==> src/rtl/result_bus_arbiter.sv <==
// Result bus arbiter: per-FU result FIFOs drained onto one common result bus
// by a round-robin arbiter. The bus feeds the issue-queue forwarding inputs and
// the ROB completion port. When the bus is idle it carries IDLE_PREG on cdb_rd,
// so downstream tag comparators never match a stale register.
module result_bus_arbiter #(
  parameter int                NUM_FU     = 3,
  parameter int                DATA_W     = 32,
  parameter int                PREG_W     = 6,
  parameter int                ROB_W      = 6,
  parameter int                FIFO_DEPTH = 2,
  parameter logic [PREG_W-1:0] IDLE_PREG  = {PREG_W{1'b1}}
) (
  input  logic                       clk,
  input  logic                       reset_n,
  input  logic                       flush,
  input  logic [NUM_FU-1:0]          fu_valid,
  input  logic [NUM_FU*PREG_W-1:0]   fu_rd,
  input  logic [NUM_FU*DATA_W-1:0]   fu_val,
  input  logic [NUM_FU*ROB_W-1:0]    fu_rob,
  output logic [NUM_FU-1:0]          fu_ready,
  output logic                       cdb_valid,
  output logic [PREG_W-1:0]          cdb_rd,
  output logic [DATA_W-1:0]          cdb_val,
  output logic [ROB_W-1:0]           cdb_rob,
  output logic [1:0]                 cdb_fu,
  output logic [NUM_FU-1:0]          fu_pending
);

  localparam int PTR_W = (FIFO_DEPTH > 1) ? $clog2(FIFO_DEPTH) : 1;
  localparam int CNT_W = PTR_W + 1;
  localparam int IDX_W = (NUM_FU > 1) ? $clog2(NUM_FU) : 1;
  localparam int ENT_W = PREG_W + DATA_W + ROB_W;
  localparam logic [CNT_W-1:0] DEPTH_C  = CNT_W'(FIFO_DEPTH);
  localparam logic [IDX_W:0]   NUM_FU_C = (IDX_W + 1)'(NUM_FU);
  localparam logic [IDX_W-1:0] LAST_FU  = IDX_W'(NUM_FU - 1);

  // Entry layout is {rd, val, rob}.
  logic [ENT_W-1:0]  mem_q    [NUM_FU][FIFO_DEPTH];
  logic [PTR_W-1:0]  wr_ptr_q [NUM_FU];
  logic [PTR_W-1:0]  wr_ptr_d [NUM_FU];
  logic [PTR_W-1:0]  rd_ptr_q [NUM_FU];
  logic [PTR_W-1:0]  rd_ptr_d [NUM_FU];
  logic [CNT_W-1:0]  cnt_q    [NUM_FU];
  logic [CNT_W-1:0]  cnt_d    [NUM_FU];
  logic [IDX_W-1:0]  rr_ptr_q, rr_ptr_d;

  logic              gnt_valid_s;
  logic [IDX_W-1:0]  gnt_idx_s;
  logic [IDX_W:0]    scan_s;
  logic [NUM_FU-1:0] push_s, pop_s;

  logic              cdb_valid_q, cdb_valid_d;
  logic [PREG_W-1:0] cdb_rd_q, cdb_rd_d;
  logic [DATA_W-1:0] cdb_val_q, cdb_val_d;
  logic [ROB_W-1:0]  cdb_rob_q, cdb_rob_d;
  logic [1:0]        cdb_fu_q, cdb_fu_d;

  // Ready and pending come straight from the stored counts (no pop bypass).
  always_comb begin
    for (int i = 0; i < NUM_FU; i++) begin
      fu_ready[i]   = (cnt_q[i] != DEPTH_C);
      fu_pending[i] = (cnt_q[i] != '0);
    end
  end

  // Round-robin scan starting at rr_ptr over FIFOs non-empty before this edge.
  always_comb begin
    gnt_valid_s = 1'b0;
    gnt_idx_s   = '0;
    scan_s      = '0;
    for (int k = 0; k < NUM_FU; k++) begin
      scan_s = {1'b0, rr_ptr_q} + (IDX_W + 1)'(k);
      if (scan_s >= NUM_FU_C) begin
        scan_s = scan_s - NUM_FU_C;
      end else begin
        scan_s = scan_s;
      end
      if (!gnt_valid_s && (cnt_q[scan_s[IDX_W-1:0]] != '0)) begin
        gnt_valid_s = 1'b1;
        gnt_idx_s   = scan_s[IDX_W-1:0];
      end else begin
        gnt_valid_s = gnt_valid_s;
      end
    end
  end

  // FIFO pointer/count next state; flush wins over both push and pop.
  always_comb begin
    for (int i = 0; i < NUM_FU; i++) begin
      push_s[i] = fu_valid[i] & fu_ready[i] & ~flush;
      pop_s[i]  = gnt_valid_s & (gnt_idx_s == IDX_W'(i)) & ~flush;
      if (flush) begin
        wr_ptr_d[i] = '0;
        rd_ptr_d[i] = '0;
        cnt_d[i]    = '0;
      end else begin
        wr_ptr_d[i] = wr_ptr_q[i] + PTR_W'(push_s[i]);
        rd_ptr_d[i] = rd_ptr_q[i] + PTR_W'(pop_s[i]);
        case ({push_s[i], pop_s[i]})
          2'b10:   cnt_d[i] = cnt_q[i] + CNT_W'(1);
          2'b01:   cnt_d[i] = cnt_q[i] - CNT_W'(1);
          default: cnt_d[i] = cnt_q[i];
        endcase
      end
    end
  end

  // Bus next state: granted head or idle values; rr_ptr moves past the winner.
  always_comb begin
    cdb_valid_d = 1'b0;
    cdb_rd_d    = IDLE_PREG;
    cdb_val_d   = '0;
    cdb_rob_d   = '0;
    cdb_fu_d    = 2'd0;
    rr_ptr_d    = rr_ptr_q;
    if (!flush && gnt_valid_s) begin
      cdb_valid_d                        = 1'b1;
      {cdb_rd_d, cdb_val_d, cdb_rob_d}   = mem_q[gnt_idx_s][rd_ptr_q[gnt_idx_s]];
      cdb_fu_d                           = 2'(gnt_idx_s);
      rr_ptr_d                           = (gnt_idx_s == LAST_FU) ? '0 : gnt_idx_s + IDX_W'(1);
    end else begin
      rr_ptr_d = rr_ptr_q;
    end
  end

  // Result storage; contents are don't-care until a count covers them.
  always_ff @(posedge clk) begin
    for (int i = 0; i < NUM_FU; i++) begin
      if (push_s[i]) begin
        mem_q[i][wr_ptr_q[i]] <= {fu_rd[i*PREG_W +: PREG_W],
                                  fu_val[i*DATA_W +: DATA_W],
                                  fu_rob[i*ROB_W +: ROB_W]};
      end
    end
  end

  // Control state and registered bus outputs with asynchronous reset.
  always_ff @(posedge clk or negedge reset_n) begin
    if (!reset_n) begin
      for (int i = 0; i < NUM_FU; i++) begin
        wr_ptr_q[i] <= '0;
        rd_ptr_q[i] <= '0;
        cnt_q[i]    <= '0;
      end
      rr_ptr_q    <= '0;
      cdb_valid_q <= 1'b0;
      cdb_rd_q    <= IDLE_PREG;
      cdb_val_q   <= '0;
      cdb_rob_q   <= '0;
      cdb_fu_q    <= 2'd0;
    end else begin
      for (int i = 0; i < NUM_FU; i++) begin
        wr_ptr_q[i] <= wr_ptr_d[i];
        rd_ptr_q[i] <= rd_ptr_d[i];
        cnt_q[i]    <= cnt_d[i];
      end
      rr_ptr_q    <= rr_ptr_d;
      cdb_valid_q <= cdb_valid_d;
      cdb_rd_q    <= cdb_rd_d;
      cdb_val_q   <= cdb_val_d;
      cdb_rob_q   <= cdb_rob_d;
      cdb_fu_q    <= cdb_fu_d;
    end
  end

  assign cdb_valid = cdb_valid_q;
  assign cdb_rd    = cdb_rd_q;
  assign cdb_val   = cdb_val_q;
  assign cdb_rob   = cdb_rob_q;
  assign cdb_fu    = cdb_fu_q;

endmodule

==> config.mk <==
export PLATFORM = sky130hd
export DESIGN_NAME = result_bus_arbiter
export DESIGN_NICKNAME = d
export VERILOG_FILES = /design/src/rtl/result_bus_arbiter.sv
export SDC_FILE = /design/constraint.sdc
export NUM_CORES = 1
export LEC_CHECK = 0
export CORE_MARGIN = 2
export CORE_UTILIZATION = 25
export DETAILED_ROUTE_END_ITERATION = 7
export MAX_ROUTING_LAYER = met4
export PLACE_DENSITY = 0.41
export SETUP_SLACK_MARGIN = 0.15
export SLEW_MARGIN = 20
export SYNTH_ARGS = -nofsm -noshare
export SYNTH_HDL_FRONTEND = slang
export SYNTH_SLANG_ARGS = --single-unit
==> constraint.sdc <==
create_clock -name clk -period 5.18 [get_ports clk]
set_clock_uncertainty 0.15 [all_clocks]
set_input_delay 0.518 -clock clk [delete_from_list [all_inputs] [get_ports clk]]
set_output_delay 0.518 -clock clk [all_outputs]
set_load 0.02 [all_outputs]
### After elaboration in Yosys (flattened, before gate mapping)

Memories as Yosys holds them, arrays and structs flattened.
Index checks and enable logic that the tools add are counted.

| storage, ports and cells | value |
|---|---|
| memories | 1 |
| register bits after elaboration | 61 |
| bits in read-only memories | 0 |
| word-level logic and storage cells | 153 |
| bits of input ports | 138 |
| RAM bits | 264 |
| bits in latches | 0 |

Memory list:

| name | depth | width | read ports | clocked after memory_dff | wr ports | RTL line | RTL |
|---|---|---|---|---|---|---|---|
| mem_q | 3 | 88 | 1 | 0 | 3 | 38 | `logic [ENT_W-1:0] mem_q [NUM_FU][FIFO_DEPTH];` |

| cells by class | value |
|---|---|
| equality and inequality tests | 11 |
| magnitude comparators | 14 |
| bitwise gates (word level) | 21 |
| div/mod/pow operators | 0 |
| multiply operators | 0 |
| reduce and logical (&&, ||, !) cells | 19 |
| add/subtract/negate cells | 18 |
| multiplexer cells | 54 |
| shift operators | 0 |

Operators by type and width:

| cell | count |
|---|---|
| 2-to-1 mux 44 bit | 6 |
| 2-to-1 mux 88 bit | 3 |
| demux 44 bit (select 1 bit) | 3 |
| 2-to-1 mux 2 bit | 17 |
| 2-to-1 mux 32 bit | 1 |
| 2-to-1 mux 1 bit | 15 |
| bitwise AND 1 bit | 12 |
| binary-select mux 2 bit (select 2 bit) | 3 |
| greater-or-equal comparator 3 bit, second input constant | 4 |
| 2-to-1 mux 6 bit | 2 |
| NOT 2 -> 3 bit | 4 |
| one-hot mux 2 bit (2 select lines) | 3 |
| nonzero test 2 bit | 6 |
| greater-or-equal comparator 2 bit, second input constant | 5 |
| nonzero test 3 bit | 3 |
| adder 2 x 1 -> 2 bit, second input constant | 4 |
| equality test 2 x 1 -> 1 bit, second input constant | 4 |
| equality test 2 bit, second input constant | 4 |
| NOT 1 -> 2 bit | 4 |
| adder 1 bit | 6 |
| greater-or-equal comparator 3 x 2 -> 1 bit, second input constant | 2 |
| logical AND 1 bit | 6 |
| < comparator 2 x 1 -> 1 bit, second input constant | 3 |
| inequality test 2 bit, second input constant | 3 |
| other kinds (8) | 14 |

### Longest topological paths before layout

| depth | value |
|---|---|
| depth after elaboration | 23 |
| depth in mapped cells | 13 |

### Least setup slack after synthesis

OpenSTA, ideal clock, no wires.

| timing path | value |
|---|---|
| path kind | reg-to-reg |
| start point | register rr_ptr_q[0] |
| end point | register cnt_q[5] (netlist bit) |
| buffers on the path | 2 |
| cell stages (with the launch flop) | 10 |
| period minus slack after synthesis | 2.863 ns |
| library setup time | 0.122 ns |
| data required time | 4.908 ns |
| arrival | 2.592 ns |
| setup slack | 2.317 ns |
| path through | dfrtp_1 inv_1 ha_1 clkbuf_1 o32a_1 a41o_1 or4_1 buf_2 and3_1 a2111oi_1 |

| between the ends | value |
|---|---|
| longest elaborated chain between the ends | 20 |
| elaborated cells between the ends (all ways) | 44 |

RTL lines:

| item | RTL line | RTL |
|---|---|---|
| start, declared | 45 | `logic [IDX_W-1:0] rr_ptr_q, rr_ptr_d;` |
| start signal, assigned | 157 | `rr_ptr_q <= rr_ptr_d;` |
| parallel branches: the longest is 15 deep, another holds adder 2 x 1 -> 3 bit | -- |  |
| bitwise AND 1 bit * (2 in a row) | 91 | `pop_s[i] = gnt_valid_s & (gnt_idx_s == IDX_W'(i)) & ~flush;` |
| equality test 2 x 1 -> 1 bit / equality test 2 bit (equally long branches) | 99 | `case ({push_s[i], pop_s[i]})` |
| one-hot mux 2 bit (2 select lines) | 99 |  |
| 2-to-1 mux 2 bit | 92 | `if (flush) begin` |
| end signal, assigned by index | 155 | `cnt_q[i] <= cnt_d[i];` |
| end, declared | 43 | `logic [CNT_W-1:0] cnt_q [NUM_FU];` |

Mark *: on every way between the ends. The select of a mux whose other input is x is not followed.
A chain may end at the register's enable or synchronous reset.

### Worst setup path in the final report

| timing path | value |
|---|---|
| start point | register rr_ptr_q[1] |
| end point | register cdb_rob_q[3], in the netlist cdb_rob[3] |

| between the ends | value |
|---|---|
| longest elaborated chain between the ends | 23 |
| elaborated cells between the ends (all ways) | 47 |

RTL lines:

| item | RTL line | RTL |
|---|---|---|
| parallel branches: the longest is 22 deep, another holds adder 2 x 1 -> 3 bit | -- |  |
| 2-to-1 mux 6 bit * | 116 | `if (!flush && gnt_valid_s) begin` |
| named net cdb_rob_d[3] | 55 | `logic [ROB_W-1:0] cdb_rob_q, cdb_rob_d;` |
| end signal, assigned | 161 | `cdb_rob_q <= cdb_rob_d;` |
| end, declared | 55 |  |

Mark *: on every way through the listed nets, which the timed path passes. The select of a mux whose other input is x is not followed.

==> reports/results.ini <==
[timing]
drv_slew = 0
rsz0062_at_grt = false
period_minus_slack_ps = 3870
setup_viol_count_final = 0
tightest_slew_ps = 947
setup_tns_ps = 0
finalHoldViolCount = 0
slew_headroom_pct = 36.8
fin_crit_sh_pct = 74.8
max_freq_mhz = 258

[hold_path]
min_path_type = in -> async

[routing]
top_layer = met4
wl_met2_um = 18400
drc_errors = 0
wl_met3_um = 1640
finalWirelength_um = 38800
wire_per_inst_um = 21.8
avgViaCountPerCell = 4.59
num_vias = 8157
drtAntennaViolNets = 0
drt_first_pass_iters = 4
met1_length_um = 17800
drt-initial-drc-count = 611

[worst_setup_path]
critical_path_peak_fanout = 64
cp-end-kind = flop
path_buf_inv = 2
critPathMaxStageDelay_ps = 640
crit_chain = inv_1 > ha_1 > nor3_2 > o32ai_1 > a311o_2 > nand3_1 > a31oi_4 > buf_4 > o211ai_1 > a21oi_1
crit_family = compound AO/OA/AOI/OAI gates
required_ps = 5490
crit_arrival_ps = 4180
slowest_stage = buf_4
startpoint_type = flop
crit_type = reg -> reg

[cells_and_area]
drive_above_1_share_pct = 8.52
nets = 1222
final_cell_mix = 264 x edfxtp_1, 189 x clkdlybuf4s50_1, 103 x nand2_1
stdcell_count = 1777
layout_commonest_cell = edfxtp_1
synthToLayoutAreaGrowth_pct = 31.7
postLayoutCellArea_mm2 = 0.0166

[place]
io_buffers = 190
dp.final_hpwl_um = 22100
gp_congestion = 0.733
dp.cells = 1705
postPlaceCellArea_mm2 = 0.0153

[clock_tree]
post_cts_resized = 0
numCtsBuffers = 38
cts_root_buffer = clkbuf_16
post-cts-setup-buffer-count = 0
tritoncts = done
cts_sinks = 325
htree_levels = 2
clk_latency_ps = 550
clk_path_buf_depth = 3
cts.clk_slew.worst_paths_ps = 60

[run]
maxCapViolations = 0

[floorplanning]
die_w_um = 228
rows = 82
ioPinCount = 191
dieArea_mm2 = 0.0522
initial_utilization_pct = 25.2
core_mm2 = 0.0500
die_y_um = 228

[yosys]
synth-seq-cells = 325
postSynthAreaPerCell_um2 = 14.1
async_reset_ff_share_pct = 18.8
yosys_warnings = 0
syn-num-nets = 1043
synth.yosys.seq_area_share_pct = 75.1
synth_edf_count = 264
netlist_instances = 895
netlist_area_mm2 = 0.0126
yosys.cell_types.count = 47
ys.flop_type = edfxtp_1

[power]
ir_worst_vdd_mv = 0.542
finalPower_mw = 11.5
p_per_area_mw_per_mm2 = 694
leakage_nw = 5.71

[global_route]
grt_max_degree = 73
grt_overflow = 0
antenna_found_initial = 3
grt_pass1_wl_um = 56800
grt_pass1_vias = 8475
grt_use_total_pct = 15.2

[outcome]
status = completed

-- timing repair --
item | 4_1_cts | 5_1_grt
hold buffers | 1 | 0
endpoints found under the hold margin | 14 | 0
endpoints found under the setup margin | 0 | 0
-- flip-flops by register name, summed over array words and instances (netlist names) --
signal     flops
cdb_fu         2
cdb_rd         6
cdb_rob        6
cdb_val       32
cdb_valid      1
cnt_q          6
mem_q        264
rd_ptr_q       3
rr_ptr_q       2
wr_ptr_q       3
-- stage by stage --
stage               setup slack [ps]  util, %  hold WS, ps
floorplan                       2320        -         72.4
global placement                1460     30.7          265
detailed placement              1270     30.7          266
CTS                             1250     33.2          229
global route                    1020     33.2          273
finish                          1310     33.2          261
-- synth_stat cells (5+ instances only) --
cell type	number	area share (%)
edfxtp_1	264	63
nand2_1	104	3.1
nand3_1	78	3.1
nor2_1	68	2.0
dfrtp_1	55	11
clkbuf_1	46	1.4
a21oi_1	40	1.6
a311o_1	39	3.1
o211ai_1	38	2.3
o21ai_0	37	1.5
inv_1	11	0.33
ha_1	10	0.99
buf_1	9	0.27
a211o_1	8	0.56
nor3_1	8	0.32
a311oi_1	7	0.49
a31oi_1	7	0.35
buf_2	7	0.28
dfstp_2	6	1.3
o21ai_1	6	0.24
nand2b_1	5	0.25
-- cell type report --
class,instances,area (µm²)
Antenna cell,2,5.00
Multi-Input combinational cell,495,2970
Clock inverter,13,151
Sequential cell,325,9460
Tap cell,672,841
Inverter,11,41.3
Fill cell,4925,33400
Clock buffer,56,1090
Timing Repair Buffer,203,2020
-- path summary, 6_finish.rpt --
kind                                   start  slack (ps)  cells after the start           end
worst min-delay path                 reset_n         260                      2    cdb_rob[3]
max in group asynchronous            reset_n        3520                      3   cdb_val[14]
min in group clk                   fu_rd[14]         400                      1  mem_q[2][84]
worst max register to register   rr_ptr_q[1]        1310                     10    cdb_rob[3]
worst max-delay path             rr_ptr_q[1]        1310                     10    cdb_rob[3]
worst min register to register  mem_q[2][31]         420                      2   cdb_val[25]
-- where the power goes --
part	switching, mW	internal [mW]	leakage, nW
logic	3.57	1.90	1.89
clock network	1.07	1.61	0.603
registers	0.142	3.21	3.21
total	4.78	6.72	5.71
-- routing by layer --
layer  global-route usage (%)  vias up
met3                     2.58       72
met5                        -        -
met1                     19.7     4113
met4                     5.21        0
li1                         -     3756
met2                     24.3      216
-- cells by family (layout without fill, tap and decap cells) --
logic type                 count (synthesis)  count (layout)  share of synthesized area (%)
DFF                                      325             325                           75.1
other                                      0               2                              0
buffers and inverters                     75             283                           2.39
muxes                                      1               1                         0.0795
adders and majority gates                 10              10                          0.994
and+or+nand+nor                          277             277                           9.63
xor gates and xnor gates                   8               8                          0.556
AOI/OAI and AO/OA                        199             199                           11.2
-- worst reg2reg max path: cells and delay by family (launching register included) --
kind | cells | cell delay, ps
AOI/OAI and AO/OA | 5 | 1810
adders and majority gates | 1 | 330
buffers and inverters | 2 | 750
DFF | 1 | 400
and+or+nand+nor | 2 | 350
Power figures use the tool's default switching activity.
